`config.mk`:
```
export PLATFORM = sky130hd
export DESIGN_NAME = uart_cmd_rx
export DESIGN_NICKNAME = d
export VERILOG_FILES = /design/src/rtl/uart_cmd_rx.sv
export SDC_FILE = /design/constraint.sdc
export NUM_CORES = 1
export LEC_CHECK = 0
export CORE_UTILIZATION = 45
export DETAILED_ROUTE_END_ITERATION = 8
export PLACE_DENSITY = 0.75
export SYNTH_ARGS = -nofsm -noshare
export SYNTH_HDL_FRONTEND = slang
export SYNTH_SLANG_ARGS = --single-unit
```
`constraint.sdc`:
```
create_clock -name clk -period 4.7 [get_ports clk]
set_input_delay 0.705 -clock clk [delete_from_list [all_inputs] [get_ports clk]]
set_output_delay 0.705 -clock clk [all_outputs]
set_load 0.005 [all_outputs]
```
`src/rtl/uart_cmd_rx.sv`:
```
// UART command framer: SYNC, ADDR, data bytes (MSB first), optional CHK.
// Define UART_CMD_CHKSUM_EN to require the trailing XOR checksum byte.
module uart_cmd_rx #(
   parameter int         NUM_WORDS      = 4,
   parameter int         WORD_BYTES     = 2,
   parameter logic [7:0] SYNC_BYTE      = 8'hA5,
   parameter int         TIMEOUT_CYCLES = 1200000
) (
   input  logic                               clk,
   input  logic                               rst_n,
   input  logic                               received,
   input  logic [7:0]                         rx_byte,
   input  logic                               recv_error,
   input  logic                               is_transmitting,
   output logic                               transmit,
   output logic [7:0]                         tx_byte,
   output logic [NUM_WORDS*8*WORD_BYTES-1:0]  regs,
   output logic                               wr_stb,
   output logic [7:0]                         wr_addr,
   output logic                               busy,
   output logic                               err_timeout
);

   localparam int         W     = 8 * WORD_BYTES;
   localparam int         RW    = NUM_WORDS * W;
   localparam int         TW    = $clog2(TIMEOUT_CYCLES + 1);
   localparam logic [TW-1:0] TMO_LAST = TW'(TIMEOUT_CYCLES - 1);
   localparam logic [2:0] CNT_LAST = 3'(WORD_BYTES - 1);
   localparam logic [7:0] ACK   = 8'h06;
   localparam logic [7:0] NAK   = 8'h15;

   typedef enum logic [2:0] {
      S_IDLE,
      S_ADDR,
      S_DATA,
      S_CHK,
      S_COMMIT
   } state_e;

   state_e        state_q, state_d;
   logic [7:0]    addr_q, addr_d;
   logic [W-1:0]  acc_q, acc_d;
   logic [2:0]    cnt_q, cnt_d;
   logic [7:0]    xor_q, xor_d;
   logic          chk_ok_q, chk_ok_d;
   logic [TW-1:0] tmo_q, tmo_d;
   logic [RW-1:0] regs_q, regs_d;
   logic          wr_stb_q, wr_stb_d;
   logic [7:0]    wr_addr_q, wr_addr_d;
   logic          pend_q, pend_d;
   logic [7:0]    pend_byte_q, pend_byte_d;
   logic          tmo_err_q, tmo_err_d;
   logic          in_frame;
   logic          expire;
   logic          abort_err;
   logic          in_range;

   always_ff @(posedge clk) begin
      if (!rst_n) begin
         state_q     <= S_IDLE;
         addr_q      <= '0;
         acc_q       <= '0;
         cnt_q       <= '0;
         xor_q       <= '0;
         chk_ok_q    <= 1'b0;
         tmo_q       <= '0;
         regs_q      <= '0;
         wr_stb_q    <= 1'b0;
         wr_addr_q   <= '0;
         pend_q      <= 1'b0;
         pend_byte_q <= '0;
         tmo_err_q   <= 1'b0;
      end else begin
         state_q     <= state_d;
         addr_q      <= addr_d;
         acc_q       <= acc_d;
         cnt_q       <= cnt_d;
         xor_q       <= xor_d;
         chk_ok_q    <= chk_ok_d;
         tmo_q       <= tmo_d;
         regs_q      <= regs_d;
         wr_stb_q    <= wr_stb_d;
         wr_addr_q   <= wr_addr_d;
         pend_q      <= pend_d;
         pend_byte_q <= pend_byte_d;
         tmo_err_q   <= tmo_err_d;
      end
   end

   always_comb begin
      state_d     = state_q;
      addr_d      = addr_q;
      acc_d       = acc_q;
      cnt_d       = cnt_q;
      xor_d       = xor_q;
      chk_ok_d    = chk_ok_q;
      regs_d      = regs_q;
      wr_stb_d    = 1'b0;
      wr_addr_d   = wr_addr_q;
      pend_d      = pend_q;
      pend_byte_d = pend_byte_q;
      tmo_err_d   = 1'b0;
      transmit    = pend_q && !is_transmitting;
      in_frame    = (state_q == S_ADDR) || (state_q == S_DATA) ||
                    (state_q == S_CHK);
      expire      = in_frame && !received && (tmo_q == TMO_LAST);
      abort_err   = in_frame && recv_error;
      in_range    = {1'b0, addr_q} < 9'(NUM_WORDS);

      if (transmit) pend_d = 1'b0;

      // The counter only runs inside a frame; any byte restarts it.
      if (received || state_q == S_IDLE) tmo_d = '0;
      else tmo_d = tmo_q + TW'(1);

      unique case (state_q)
         S_IDLE: begin
            if (received && rx_byte == SYNC_BYTE) state_d = S_ADDR;
         end
         S_ADDR: begin
            if (received) begin
               addr_d  = rx_byte;
               xor_d   = rx_byte;
               cnt_d   = '0;
               acc_d   = '0;
               state_d = S_DATA;
            end
         end
         S_DATA: begin
            if (received) begin
               acc_d = (acc_q << 8) | W'(rx_byte);
               xor_d = xor_q ^ rx_byte;
               cnt_d = cnt_q + 3'd1;
               if (cnt_q == CNT_LAST) begin
`ifdef UART_CMD_CHKSUM_EN
                  state_d = S_CHK;
`else
                  chk_ok_d = 1'b1;
                  state_d  = S_COMMIT;
`endif
               end
            end
         end
         S_CHK: begin
            if (received) begin
               chk_ok_d = (rx_byte == xor_q);
               state_d  = S_COMMIT;
            end
         end
         S_COMMIT: begin
            state_d = S_IDLE;
            pend_d  = 1'b1;
            if (chk_ok_q && in_range) begin
               for (int k = 0; k < NUM_WORDS; k++) begin
                  if (addr_q == 8'(k)) regs_d[k*W +: W] = acc_q;
               end
               wr_stb_d    = 1'b1;
               wr_addr_d   = addr_q;
               pend_byte_d = ACK;
            end else begin
               pend_byte_d = NAK;
            end
         end
         default: state_d = S_IDLE;
      endcase

      if (abort_err) begin
         state_d     = S_IDLE;
         pend_d      = 1'b1;
         pend_byte_d = NAK;
      end else if (expire) begin
         state_d   = S_IDLE;
         tmo_err_d = 1'b1;
      end
   end

   assign tx_byte     = pend_byte_q;
   assign regs        = regs_q;
   assign wr_stb      = wr_stb_q;
   assign wr_addr     = wr_addr_q;
   assign busy        = (state_q != S_IDLE);
   assign err_timeout = tmo_err_q;

endmodule

```
* Word-level counts from Yosys, hierarchy flattened *
Cells that the tools add are included.

word-level totals
  bits in registers = 140
  output and inout port bits = 84

cells by class
  $add $sub $neg = 2
  reductions and logical operators = 31
  $lt $le $gt $ge = 1
  equal/unequal tests = 16
  mux-type cells = 27
  bitwise operators = 3

operators by type and width
  cell                                                         number
  2-to-1 mux 16 bit                                            2
  case mux 16 bit (2 select lines)                             1
  adder 21 x 1 -> 21 bit (second input constant)               1
  equality test 21 bit (second input constant)                 1
  2-to-1 mux 3 bit                                             7
  equality test 8 x 2 -> 1 bit (second input constant)         2
  2-to-1 mux 8 bit                                             2
  bitwise OR 16 x 8 -> 16 bit                                  1
  case mux 8 bit (2 select lines)                              1
  2-to-1 mux 5 bit                                             3
  AND reduction 3 bit                                          5
  case mux 3 bit (4 select lines)                              1
  equality test 8 x 1 -> 1 bit (second input constant)         1
  equality test 8 bit                                          1
  equality test 8 bit (second input constant)                  1
  logical NOT 8 bit                                            1
  less-than comparator 8 x 3 -> 1 bit (second input constant)  1
  2-to-1 mux 1 bit                                             8
  bitwise XOR 8 bit                                            1
  equality test 3 x 1 -> 1 bit (second input constant)         2
  equality test 3 x 2 -> 1 bit (second input constant)         2
  logical AND 1 bit                                            6
  inequality test 2 bit (second input constant)                3
  case mux 3 bit (2 select lines)                              1
  other kinds (15)                                             25

* Logic depth before layout (Yosys ltp) *
Gate-level depths: netlist (run 1).

  word-level depth = 6
  depth in mapped cells = 7

* Least setup slack after synthesis (run 1) *
No wires, ideal clock.

  kind = input to register
  start = in received
  end = reg xor_q[7]
  setup time = 128 ps
  arrival time = 2086 ps
  buffers on the path = 3
  slack = 2486 ps
  cell stages on the path = 7
  cell sequence = clkbuf_1 > nor4bb_1 > clkbuf_1 > clkbuf_1 > nand2_1 > a32oi_1 > nor2_1

between the ends
  word-level cells in the longest chain between the ends = 2
  elaborated cells between the ends (all ways) = 3
  those cells by class = eq/ne: 2; reduce/logical: 1

RTL lines
  what                               RTL line  text
  start: declaration                 11        input logic received,
  inequality test 2 bit (no line)    n/a
  AND reduction 3 bit (no line) (*)  n/a
  end signal: assignment             78        xor_q <= xor_d;
  end: declaration                   44        logic [7:0] xor_q, xor_d;

Every way passes the cells marked *; elsewhere a longest branch is shown, timed or not.
A chain may end at the register's enable or synchronous reset.

* Worst setup path in the final report (run 1) *
  start = reg state_q[2]
  end = reg regs_q[7] (netlist: regs[7])

between the ends
  word-level cells in the longest chain between the ends = 2

RTL lines
  what                           RTL line  text
  start: declaration             40        state_e state_q, state_d;
  start signal: assignment       74        state_q <= state_d;
  equality test 3 bit            116       unique case (state_q)
  AND reduction 3 bit (no line)  n/a
  end signal: assignment         81        regs_q <= regs_d;
  end: declaration               47        logic [RW-1:0] regs_q, regs_d;

Every way passes these cells.

==> impl_metrics.py, run 1 <==
metrics = {
    "status": {
        "status": "finished clean",
    },
    "synth": {
        "synthArstFlopShare_pct": 0,
        "synth.area.mux_share_pct": 6.38,
        "synth_area_mm2": 0.00549,
        "synth_compound_area_share_pct": 9.87,
        "synthTopCellsByArea": "dfxtp_1, nand2_1, mux2i_1, a21oi_1, nor2_1",
        "syn_inst": 617,
        "ys.flop_type": "dfxtp_1",
        "synth.most_common_cell": "dfxtp_1",
        "yosysTopAreaCellShare_pct": 50.3,
        "ys_seq_elements": 138,
        "synth_cell_types": 52,
        "synth_top_family_by_area": "simple AND/OR/NAND/NOR gates",
        "synth-adder-area-share_pct": 0.684,
        "synth.largest_area_cell": "dfxtp_1",
        "synthSimpleGateAreaFrac_pct": 24.9,
        "ys_seq_area_share_pct": 50.3,
        "synth_commonest_cells": "dfxtp_1, nand2_1, a21oi_1, nor2_1, mux2i_1",
        "synthXorXnorAreaFrac_pct": 3.51,
        "synth_edf_count": 0,
        "avgSynthCellArea_um2": 8.90,
        "synth_warnings": 0,
    },
    "timing": {
        "final_max_slew_viol_count": 0,
        "setup_tns_ps": 0,
        "rsz0062_at_grt": "no",
        "max-slew-margin-rel_pct": 30.6,
        "worst_pin_slew_ps": 1040,
        "fmax_mhz": 388,
        "fin_skew_ps": 5.85,
        "fin_crit_sh_pct": 54.9,
        "setup_violations": 0,
        "hold_violations": 0,
        "min_period_ps": 2580,
    },
    "power_and_ir_drop": {
        "clock_power_share_pct": 52.3,
        "peakVddDrop_mv": 0.210,
        "switching_power_uw": 567,
        "combPwrFrac_pct": 1.7,
        "total_power_uw": 2540,
        "p_sw_share_pct": 22.3,
        "power.internal_uw": 1970,
        "p_leak_uw": 0.00248,
        "power_frac_seq_pct": 46.1,
        "powerDensity_mw_per_mm2": 363,
    },
    "worst_setup_path": {
        "path_class": "flop to flop",
        "path_buf_inv": 0,
        "crit_path_start": "state_q[2]",
        "end_kind": "flop",
        "max_stage_delay_ps": 810,
        "start_kind": "flop",
        "r2r-start": "state_q[2]",
        "crit_slowest_cell": "nand4b_1",
        "path_cells": "nor3b_1, nand4b_1, nand2_1, a21oi_1",
        "worstPathRequired_ps": 4960,
        "cpLargestDelayFamily": "simple AND/OR/NAND/NOR gates",
        "crit_path_max_fanout": 16,
        "worstPathArrival_ps": 2840,
    },
    "layout": {
        "drive_gt1_share_pct": 6.39,
        "area_growth_pct": 27.6,
        "nNetsFinal": 707,
        "n_antenna_cell": 0,
        "fillCellCount": 970,
    },
    "floorplan": {
        "ios": 97,
        "die_w_um": 112,
        "die_h_um": 112,
        "coreArea_mm2": 0.0117,
        "start_util_pct": 47.1,
        "die_area_mm2": 0.0126,
        "num_rows": 39,
    },
    "cts": {
        "cts_tree": "yes",
        "post_cts_buffers": 0,
        "cts_sinks": 138,
        "ctsHtreeMaxLevel": 4,
        "cts-resized-gates": 0,
        "clk_pin_slew_ps": 60,
        "clockBufferDepth": 2,
        "clk_latency_ps": 420,
        "cts_hold_buf": 0,
        "cts_buffers": 17,
        "cts_root_buffer": "clkbuf_16",
    },
    "global_route": {
        "overflow": 0,
        "grt_pass1_wl_um": 22200,
        "antenna_found_initial": 0,
        "grt.total_usage_pct": 22.5,
        "grt_max_degree": 106,
        "first_global_vias": 4378,
    },
    "route": {
        "drt-total-wl_um": 13500,
        "first_pass_iters": 5,
        "final_antenna_net_count": 0,
        "drtIter0Drc": 454,
        "drcViolationCount": 0,
        "vias": 4627,
        "vias_per_cell": 5.46,
        "wl_per_cell_um": 15.9,
    },
    "min_path": {
        "hold_path.class": "flop to flop",
        "min_from": "regs[10]",
    },
    "placement": {
        "io_buffer_count": 92,
        "gp_congestion": 0.782,
        "hpwl_um": 8950,
    },
    "flow_run": {
        "drv_cap": 0,
    },
}
-- routing by layer --
metal | up-vias | global-route usage (%) | routed length, µm | part of all wire, %
met5 | - | 0 | 0 | 0
met4 | 0 | 7.73 | 215 | 1.6
met3 | 20 | 6.91 | 756 | 5.6
met2 | 137 | 37.3 | 6710 | 50
met1 | 2201 | 27.7 | 5810 | 43
li1 | 2269 | - | - | -
-- through the flow --
stage	utilization, %	area, µm²	hold slack [ps]	worst slack [ps]	cells
after floorplan	-	5500	426	2490	620
after global placement	55.0	6410	442	1950	815
after detailed placement	55.0	6410	446	1900	815
after CTS	60.1	7010	454	2180	847
after global routing	60.1	7010	471	1930	847
final	60.1	7010	453	2120	847
-- power by group through the flow --
stage               clock [µW]  combinational (µW)  sequential, µW
floorplan                    0                24.1            1200
global placement             0                40.8            1200
detailed placement           0                41.5            1200
CTS                       1340                41.6            1170
global route              1400                45.5            1170
finish                    1330                42.1            1170
-- tightest hold or removal path: stages, from the launching register on --
cell,delay [ps]
dfxtp_1,310
nand2_1,50
a21oi_1,50
-- final timing paths --
check                  end  slack, ps  cells past startpoint
setup / recovery   regs[7]       2120                      4
hold / removal    regs[10]        450                      2
setup reg to reg   regs[7]       2120                      4
hold reg to reg   regs[10]        450                      2
-- final cells by class --
type | count | area [µm²] | area share, %
clock buffers | 17 | 425 | 6.07
repair buffers | 96 | 951 | 13.6
multi-input cells | 435 | 2510 | 35.8
flip-flops and latches | 138 | 2760 | 39.4
well taps | 143 | 179 | 2.55
inverters | 3 | 11.3 | 0.161
clock inverters | 15 | 168 | 2.39
-- kinds of logic after synthesis --
family	Yosys count
fa+ha+maj	3
xor+xnor	22
flops	138
simple gates	275
compound gates	96
other cells	1
buf+inv	47
mux	35
-- cells in the final DEF (no fill, tap or decap), types with 6 or more instances in the layout --
cell	synthesis	layout
a21oi_1	67	67
a32oi_1	7	7
and3_1	9	9
and4_1	6	6
clkbuf_16	0	17
clkdlybuf4s50_1	0	92
dfxtp_1	138	138
mux2i_1	35	35
nand2_1	120	120
nand3_1	17	17
nand4_1	12	12
nor2_1	66	66
nor3_1	7	7
o21ai_0	10	10
xnor2_1	12	12
xor2_1	10	10
-- state kept, by name, indices dropped and copies added, names as in the netlist, 3 cells and up --
signal   flops
addr_q       8
tmo_q       21
xor_q        8
tx_byte      3
regs        64
cnt_q        3
state_q      3
acc_q       16
wr_addr      8
Power figures use the tool's default switching activity.
==> run 2, diff against run 1 <==
--- a/config.mk
+++ b/config.mk
@@ -7,7 +7,7 @@
 export LEC_CHECK = 0
 export CORE_UTILIZATION = 45
 export DETAILED_ROUTE_END_ITERATION = 8
-export PLACE_DENSITY = 0.75
+export PLACE_DENSITY = 0.78
 export SYNTH_ARGS = -nofsm -noshare
 export SYNTH_HDL_FRONTEND = slang
 export SYNTH_SLANG_ARGS = --single-unit
==> constraint.sdc (replaced) <==
create_clock -name clk -period 2.1 [get_ports clk]
set_input_delay 0.315 -clock clk [delete_from_list [all_inputs] [get_ports clk]]
set_output_delay 0.315 -clock clk [all_outputs]
set_load 0.005 [all_outputs]
==> impl_metrics.py, run 2 (same netlist as run 1, synthesis figures left out) <==
metrics = {
    "timing": {
        "final_max_slew_viol_count": 0,
        "rsz0062_at_grt": "no",
        "fin_crit_sh_pct": 96.1,
        "worst_pin_slew_ps": 535,
        "min_period_ps": 2020,
        "fmax_mhz": 495,
        "whs_ps": 450,
        "fin_ws_ps": 81.3,
        "setup_violations": 0,
        "max-slew-margin-rel_pct": 63.8,
        "hold_violations": 0,
        "setup_tns_ps": 0,
        "fin_skew_ps": 9.24,
    },
    "cts": {
        "cts_hold_buf": 0,
        "cts_root_buffer": "clkbuf_16",
        "cts_sinks": 138,
        "post_cts_buffers": 0,
        "cts_tree": "yes",
        "clockBufferDepth": 2,
        "clk_latency_ps": 430,
        "cts_buffers": 17,
        "ctsHtreeMaxLevel": 4,
        "clk_pin_slew_ps": 60,
    },
    "floorplan": {
        "die_w_um": 112,
        "die_h_um": 112,
        "die_area_mm2": 0.0126,
        "ios": 97,
        "coreArea_mm2": 0.0117,
        "num_rows": 39,
        "start_util_pct": 47.1,
    },
    "min_path": {
        "whs_path_depth": 2,
        "hold_end": "regs[11]",
        "min_from": "regs[11]",
        "hold_path.class": "flop to flop",
    },
    "layout": {
        "area_growth_pct": 30.3,
        "final_cell_mix": "dfxtp_1, nand2_1, clkdlybuf4s50_1",
        "final_common_cell": "dfxtp_1",
        "nNetsFinal": 725,
        "drive_gt1_share_pct": 8.73,
        "n_antenna_cell": 0,
        "largest_register_ff_count": 64,
    },
    "route": {
        "first_pass_iters": 5,
        "vias": 4788,
        "drcViolationCount": 0,
        "vias_per_cell": 5.54,
        "drtIter0Drc": 520,
        "final_antenna_net_count": 0,
        "wl_per_cell_um": 15.8,
        "drt-total-wl_um": 13700,
    },
    "power_and_ir_drop": {
        "p_leak_uw": 0.00258,
        "powerDensity_mw_per_mm2": 787,
        "peakVddDrop_mv": 0.402,
        "total_power_uw": 5630,
    },
    "worst_setup_path": {
        "crit_path_max_fanout": 16,
        "start_kind": "flop",
        "r2r_setup_slack_ps": 80,
        "r2r-start": "addr_q[2]",
        "r2r_cells": 4,
        "path_class": "flop to flop",
        "worstPathArrival_ps": 2320,
        "r2r-end": "regs[57]",
        "crit_path_start": "addr_q[2]",
        "worstPathRequired_ps": 2400,
        "end_kind": "flop",
    },
    "status": {
        "status": "finished clean",
    },
    "placement": {
        "dp_slack_ps": 79.2,
        "hpwl_um": 9280,
        "gp_congestion": 0.830,
        "io_buffer_count": 92,
    },
    "flow_run": {
        "drv_cap": 0,
    },
    "global_route": {
        "antenna_found_initial": 0,
        "grt.total_usage_pct": 22.6,
        "overflow": 0,
        "first_global_vias": 4459,
        "grt_max_degree": 77,
        "grt_pass1_wl_um": 22200,
    },
}
[run 2: how the worst max path moves through the flow]
| stage | to | slack, ps | cells past startpoint |
|---|---|---|---|
| global route | regs[57] | 10 | 4 |
| global placement | regs[53] | 110 | 4 |
| detailed placement | regs[60] | 80 | 4 |
| floorplan | regs[53] | 90 | 6 |
| finish | regs[57] | 80 | 4 |
| CTS | regs[57] | 10 | 4 |
[run 2: metal layers]
metal	track usage, %	wire (µm)	up-vias
li1	-	-	2307
met1	27.1	5820	2290
met2	38.4	6820	177
met3	6.80	880	14
met4	7.64	159	0
met5	0	0	-
[run 2: where the power goes]
group          total (µW)  switching (µW)  internal [µW]
Sequential           2620           0.407           2620
Combinational         104            64.7           39.1
Clock                2910            1150           1760
[run 2: layout make-up]
cell class / count / area (µm²)
multi-input combinational: 435 / 2510
clock buffer: 19 / 433
timing repair buffer: 114 / 1110
fill: 948 / 4510
clock inverter: 13 / 146
tap: 143 / 179
sequential: 138 / 2760
inverter: 3 / 11.3
[run 2: metrics by stage]
stage	util [%]	std cells	area, µm²
3_5_place_dp	56.4	833	6570
6_report	61.4	865	7160
5_1_grt	61.4	865	7160
3_3_place_gp	56.4	833	6570
2_1_floorplan	-	620	5500
4_1_cts	61.3	865	7150
[run 2: timing repair]
| action | 4_1_cts | 5_1_grt |
|---|---|---|
| endpoints found under the hold margin | 0 | 0 |
| gates resized for setup | 1 | 2 |
| setup endpoints to repair | 1 | 3 |
| pin swaps | 0 | 1 |
| cloned | 0 | 0 |
[run 2: worst max-delay path, cell delays in order, from the launching register on]
cell and delay (ps):
dfxtp_1 360, or4bb_1 510, or4_4 700, mux2i_2 260
nor2_1 60
==> run 3, diff against run 2 <==
--- a/config.mk
+++ b/config.mk
@@ -8,6 +8,7 @@
 export CORE_UTILIZATION = 45
 export DETAILED_ROUTE_END_ITERATION = 8
 export PLACE_DENSITY = 0.78
+export SLEW_MARGIN = 20
 export SYNTH_ARGS = -nofsm -noshare
 export SYNTH_HDL_FRONTEND = slang
 export SYNTH_SLANG_ARGS = --single-unit
==> results of run 3 <==
No change in the layout: final DEF, timing and power equal those of run 2.
